## config.mk

```make
export PLATFORM = sky130hd
export DESIGN_NAME = sw_debounce
export DESIGN_NICKNAME = d
export VERILOG_FILES = /design/src/rtl/sw_debounce.sv
export SDC_FILE = /design/constraint.sdc
export NUM_CORES = 1
export LEC_CHECK = 0
export CORE_UTILIZATION = 45
export DETAILED_ROUTE_END_ITERATION = 16
export PLACE_DENSITY_LB_ADDON = 0.3
export SYNTH_ARGS = -nofsm -noshare
export SYNTH_HDL_FRONTEND = slang
export SYNTH_SLANG_ARGS = --single-unit
```

## constraint.sdc

```tcl
create_clock -name clk_i -period 1.5 [get_ports clk_i]
set_input_delay 0.225 -clock clk_i [delete_from_list [all_inputs] [get_ports clk_i]]
set_output_delay 0.225 -clock clk_i [all_outputs]
set_load 0.05 [all_outputs]
```

## src/rtl/sw_debounce.sv

```systemverilog
// sw_debounce: switch/key input conditioner.
// Each raw pin passes through a two-flop synchroniser. It is then debounced against a
// shared sample tick. A new level is accepted only after STABLE_CNT consecutive ticks
// whose sample differs from the current debounced level. Every accepted change
// produces a one-clock rise or fall pulse. All outputs are registered.
module sw_debounce #(
    parameter int W          = 32,
    parameter int TICK_DIV   = 50000,
    parameter int STABLE_CNT = 4
) (
    input  logic         clk_i,
    input  logic         rst_ni,
    input  logic [W-1:0] sw_raw_i,
    output logic [W-1:0] sw_db_o,
    output logic [W-1:0] sw_rise_o,
    output logic [W-1:0] sw_fall_o,
    output logic         tick_o
);

    // Tick counter is at least one bit wide so that TICK_DIV=1 still elaborates cleanly.
    localparam int TW = (TICK_DIV > 1) ? $clog2(TICK_DIV) : 1;
    localparam int CW = $clog2(STABLE_CNT + 1);

    localparam logic [TW-1:0] TICK_LAST = TW'(TICK_DIV - 1);
    localparam logic [CW-1:0] CNT_LAST  = CW'(STABLE_CNT - 1);

    // Synchroniser stages: sync_p1 is the metastability-safe copy of the pins.
    logic [W-1:0]  sync_p0;
    logic [W-1:0]  sync_p1;

    logic [TW-1:0] tick_cnt;

    // Per-bit count of consecutive differing ticks, plus next-state values.
    logic [CW-1:0] cnt     [W];
    logic [CW-1:0] cnt_nxt [W];
    logic [W-1:0]  db_nxt;
    logic [W-1:0]  rise_nxt;
    logic [W-1:0]  fall_nxt;

    // Two-flop synchroniser on every raw input bit.
    always_ff @(posedge clk_i) begin
        if (!rst_ni) begin
            sync_p0 <= '0;
            sync_p1 <= '0;
        end else begin
            sync_p0 <= sw_raw_i;
            sync_p1 <= sync_p0;
        end
    end

    // Free-running timebase: tick_o is high for the one clock after the counter wraps.
    always_ff @(posedge clk_i) begin
        if (!rst_ni) begin
            tick_cnt <= '0;
            tick_o   <= 1'b0;
        end else begin
            tick_o <= (tick_cnt == TICK_LAST);
            if (tick_cnt == TICK_LAST) begin
                tick_cnt <= '0;
            end else begin
                tick_cnt <= tick_cnt + TW'(1);
            end
        end
    end

    // Per-bit debounce decision.
    // Evaluated only while tick_o is high; otherwise counts and levels hold and pulses clear.
    always_comb begin
        db_nxt   = sw_db_o;
        rise_nxt = '0;
        fall_nxt = '0;
        for (int i = 0; i < W; i++) begin
            cnt_nxt[i] = cnt[i];
            if (tick_o) begin
                if (sync_p1[i] == sw_db_o[i]) begin
                    // An agreeing sample throws away any partial run of differing samples.
                    cnt_nxt[i] = '0;
                end else if (cnt[i] == CNT_LAST) begin
                    cnt_nxt[i]  = '0;
                    db_nxt[i]   = sync_p1[i];
                    rise_nxt[i] = sync_p1[i];
                    fall_nxt[i] = ~sync_p1[i];
                end else begin
                    cnt_nxt[i] = cnt[i] + CW'(1);
                end
            end
        end
    end

    // Debounced level, edge pulses and per-bit counters.
    // Pulses are registered on the same edge that updates sw_db_o.
    always_ff @(posedge clk_i) begin
        if (!rst_ni) begin
            sw_db_o   <= '0;
            sw_rise_o <= '0;
            sw_fall_o <= '0;
            for (int i = 0; i < W; i++) begin
                cnt[i] <= '0;
            end
        end else begin
            sw_db_o   <= db_nxt;
            sw_rise_o <= rise_nxt;
            sw_fall_o <= fall_nxt;
            for (int i = 0; i < W; i++) begin
                cnt[i] <= cnt_nxt[i];
            end
        end
    end

endmodule
```

* Word level (Yosys, flattened, before mapping)
Memories as Yosys holds them, arrays and structs flattened.
Cells that the tools add are included.
W data, S select, Z words.
** Word-level totals
- Register bits :: 177
- RAM bits :: 96
- Input bits :: 34
- Output and inout port bits :: 97
- Word-level logic and storage cells :: 524
- Memories :: 1
** Operators by class
- Add/sub/neg operators :: 33
- Eq/ne operators :: 65
- Muxes and demuxes :: 130
- Bitwise operators :: 130
- Reductions and logical operators :: 65
** Memory list
- cnt :: words 32, bits a word 3, read ports 32, clocked after memory_dff 0, write ports 32, line 34 : logic [CW-1:0] cnt [W];
** Operators by type and width (count)
- $mux W3 :: 128
- $reduce_or A4 Y1 :: 32
- $not A1 Y1 :: 98
- $add A3 B1 Y3 const B :: 32
- $eq A3 B2 Y1 const B :: 32
- $reduce_and A3 Y1 :: 32
- $eq A1 B1 Y1 :: 32
- $or A1 B1 Y1 :: 32
- $add A16 B1 Y16 const B :: 1
- $eq A16 B16 Y1 const B :: 1
- $mux W1 :: 2
- $reduce_or A2 Y1 :: 1

* Depth between registers and ports, before layout
- Word-level depth :: 5
- Mapped depth :: 6
- Gate-level depth less buffers :: 5

* Least setup slack after synthesis
OpenSTA, ideal clock, no wires.
- Path type :: register to register
- Start point :: reg tick_o
- End point :: mem cnt[0][32] in the netlist's numbering
- Setup time :: 115 ps
- Data arrival time :: 1681 ps
- Required time :: 1385 ps
- Path slack :: -296 ps
- Stages on the path, launching flop included :: 6
- Buffers on the path :: 3
- Clock period less this slack :: 1796 ps
- Cells stage by stage :: dfxtp_1 buf_2 clkbuf_1 clkbuf_1 o21ai_0 and3_1
** RTL lines
- start: declaration :: line 17 : output logic tick_o
- start signal: assignment :: line 57 : tick_o <= (tick_cnt == TICK_LAST);
- end: declaration :: line 34

* Worst setup path in the final report
- Start point :: reg tick_cnt[11]
- End point :: reg tick_cnt[3]
** Between the ends
- Word-level cells in the longest chain between the ends :: 2
** RTL lines
- start: declaration :: line 31 : logic [TW-1:0] tick_cnt;
- start signal: assignment :: line 61 : tick_cnt <= tick_cnt + TW'(1);
- $eq A16 B16 Y1 :: line 58 : if (tick_cnt == TICK_LAST) begin
- $reduce_or A2 Y1 (no source line)
Every way passes these cells.
A chain may end at the register's enable or synchronous reset.

==> reports/metrics.yaml <==
critical_path:
  worstPathRequired_ns: 1.92
  r2r_setup_slack_ns: 0.03
  arrival_ns: 1.89
  r2r-start: "tick_cnt[11]$_SDFF_PP0_"
  timing.rr.end: "tick_cnt[3]$_SDFF_PP0_"
  reg2reg_depth: 4
  crit_path_max_fanout: 8
  worstSetupPathType: "register to register"
  crit_path_end_kind: "register"
  start_kind: "register"
power:
  max-vdd-ir-drop_v: 0.000608
  power.share.combinational_pct: 2.3
  p_leak_nw: 5.11
  p_int_mw: 12.4
  total_power_mw: 15.5
  power_frac_seq_pct: 47.7
  power_density_nw_per_um2: 1140
  pwr-share-clk_pct: 50.1
  p_sw_mw: 3.06
  swShare_pct: 19.8
yosys:
  synth_area_leader_cell: "dfxtp_1"
  yosysMostFrequentCell: "dfxtp_1"
  synth_common_cells: "dfxtp_1 (273), a21boi_0 (78), nand2b_1 (78)"
  yosys-top-cells-area: "dfxtp_1 (52%), a21boi_0 (5.6%), nand2b_1 (4.6%)"
  synth_flop_cell: "dfxtp_1"
  synth-async-reset-ratio_pct: 0
  synth_fp_nets: 1162
  syn_area_um2: 10500
  synth_edf_count: 0
  yosysSeqAreaShare_pct: 51.8
  synth_seq_cells: 273
  ys_warn_count: 0
  syn_area_per_cell_um2: 9.63
  synth_top_area_share_pct: 51.8
  syn_inst: 1095
  yosys.cell_types.count: 32
min_path:
  hold_path_startpoint: "rst_ni"
  whs_endpoint: "cnt[1][42]$_SDFFE_PN0P_"
  worstHoldPathCells: 3
  hp-class: "primary input to register"
sta:
  final.min_clock_period_ns: 1.47
  fin_crit_sh_pct: 97.9
  fin_hold_ws_ns: 0.223
  rsz0062_at_grt: "true"
  fmax_ghz: 0.681
  setup_tns_ns: 0
  relSlewSlack_pct: 75.4
  maxSlewViolCount: 0
  skew_ns: 0.00861
  setup_viol: 0
  hold_viol: 0
  tightest_slew_ns: 0.367
layout:
  n_antenna_cell: 0
  final_util_pct: 59.7
  area_delta_synth_final_pct: 29.0
  final_cell_count_no_fill: 1561
  drive_above_1_share_pct: 15.6
  nets: 1291
detailed_routing:
  vias_per_cell: 4.90
  firstDrtPassIters: 4
  postRouteAntennaNets: 0
  drc: 0
  first_iter_violations: 275
  vias: 7652
  wirelength_mm: 19.1
  wl_per_cell_um: 12.3
grt:
  grt_pass1_wl_mm: 33.4
  grt_max_degree: 100
  grt.total_usage_pct: 16.3
  antenna_found_initial: 0
  overflow: 0
  grt_pass1_vias: 7504
die:
  core_area_um2: 22800
  die_h_um: 155
  fp-row-count: 55
  die_x_um: 155
  pin_count: 131
  die_area_um2: 24000
  initial_core_util_pct: 46.3
run:
  cap_violations: 0
cts:
  cts_num_sinks: 273
  numCtsBuffers: 30
  hold_buffers: 0
  clk_path_buf_depth: 3
  cts_tree: "yes"
  cts-root-buf: "clkbuf_16"
  htree_levels: 1
  insertion_delay_ns: 0.53
  path_clk_slew_ns: 0.06
placed_design:
  dp_cells: 1501
  port_buffers: 130
  place_congestion: 0.780
  dp_hpwl_mm: 11.8
run_status:
  status: "completed"
## worst max-delay path, cell delays in order, from the launching register on
cell      delay [ns]
dfxtp_1         0.31
or4_4           0.54
nor4_4          0.19
nand2b_4        0.25
nor2_1          0.06
## routing by layer
layer | wire [um] | track usage, %
met1 | 8670 | 19.3
met2 | 9240 | 29.5
met3 | 766 | 3.18
met4 | 465 | 5.47
met5 | 0 | 0
## layout by cell type (no fill, tap or decap), types with 5 or more instances in the layout
cell type	Yosys	final
a21boi_0	78	78
and2_1	74	74
and3_1	32	32
buf_12	1	38
buf_4	1	77
bufinv_16	0	5
clkbuf_16	0	31
clkbuf_8	0	6
clkdlybuf4s50_1	0	32
clkinv_2	0	11
dfxtp_1	273	271
ha_1	33	32
inv_1	43	43
mux2i_1	9	9
nand2_1	77	76
nand2b_1	78	78
nand3_1	59	58
nand3b_1	23	23
nand4_1	6	6
nor2_1	32	32
nor2_2	10	10
nor2b_1	41	41
nor3_1	13	12
nor4_1	46	45
nor4b_1	21	21
o21ai_0	32	32
o22ai_1	9	9
xnor2_1	44	44
## kinds of logic (layout without fill, tap and decap cells)
kind of cell,after synthesis,after routing,share of synthesized area [%]
fa+ha+maj,33,33,3.92
flops,273,273,51.8
compound gates,119,119,7.61
xor+xnor,46,46,3.82
buf+inv,97,249,3.67
mux,9,9,0.855
simple gates,518,519,28.3
## stage by stage
stage | area (um^2) | setup WS (ns)
after CTS | 13600 | 0.00712
after global placement | 12400 | -0.0386
after detailed placement | 12400 | -0.0425
final | 13600 | 0.0318
after floorplan | 10600 | -0.000277
after global routing | 13600 | -0.0423
## registers in the layout (all words and copies together), names as in the netlist
register	cells
sw_fall_o	32
cnt	96
sw_db_o	32
sync_p1	32
sync_p0	32
tick_cnt	16
sw_rise_o	32
tick_o	1
## power by group through the flow
stage          Sequential (mW)  Combinational [mW]  Clock [mW]
6_report                  7.39               0.351        7.76
5_1_grt                   7.40               0.393        8.28
4_1_cts                   7.39               0.359        7.99
3_5_place_dp              7.55               0.352           0
3_3_place_gp              7.55               0.347           0
2_1_floorplan             7.54               0.219           0
## area by class of cell
class,count,area (um^2)
Inverter,43,161
Timing Repair Buffer,150,1750
Multi-Input combinational cell,726,4750
Sequential cell,273,5470
Tap cell,313,392
Clock inverter,18,221
Fill cell,1967,9170
Clock buffer,38,862
## worst max path at each step
stage                                  from                       end  slack, ns  depth (start not counted)
floorplan                 tick_o$_SDFF_PN0_  sw_db_o[11]$_SDFFE_PN0P_    -0.0003                          5
global placement    tick_cnt[11]$_SDFF_PP0_   tick_cnt[15]$_SDFF_PP0_      -0.04                          4
detailed placement   tick_cnt[0]$_SDFF_PP0_   tick_cnt[14]$_SDFF_PP0_      -0.04                          5
CTS                       tick_o$_SDFF_PN0_                    tick_o      0.007                          2
global route        tick_cnt[11]$_SDFF_PP0_    tick_cnt[8]$_SDFF_PP0_      -0.04                          4
finish              tick_cnt[11]$_SDFF_PP0_    tick_cnt[3]$_SDFF_PP0_       0.03                          4
## what timing repair did
action / 4_1_cts / 5_1_grt
setup endpoints to repair: 16 / 15
gates cloned: 3 / 0
buffers inserted: 1 / 0
endpoints found under the hold margin: 0 / 0
gates resized for setup: 6 / 3
Note: power is estimated with default switching activity, not from simulation.
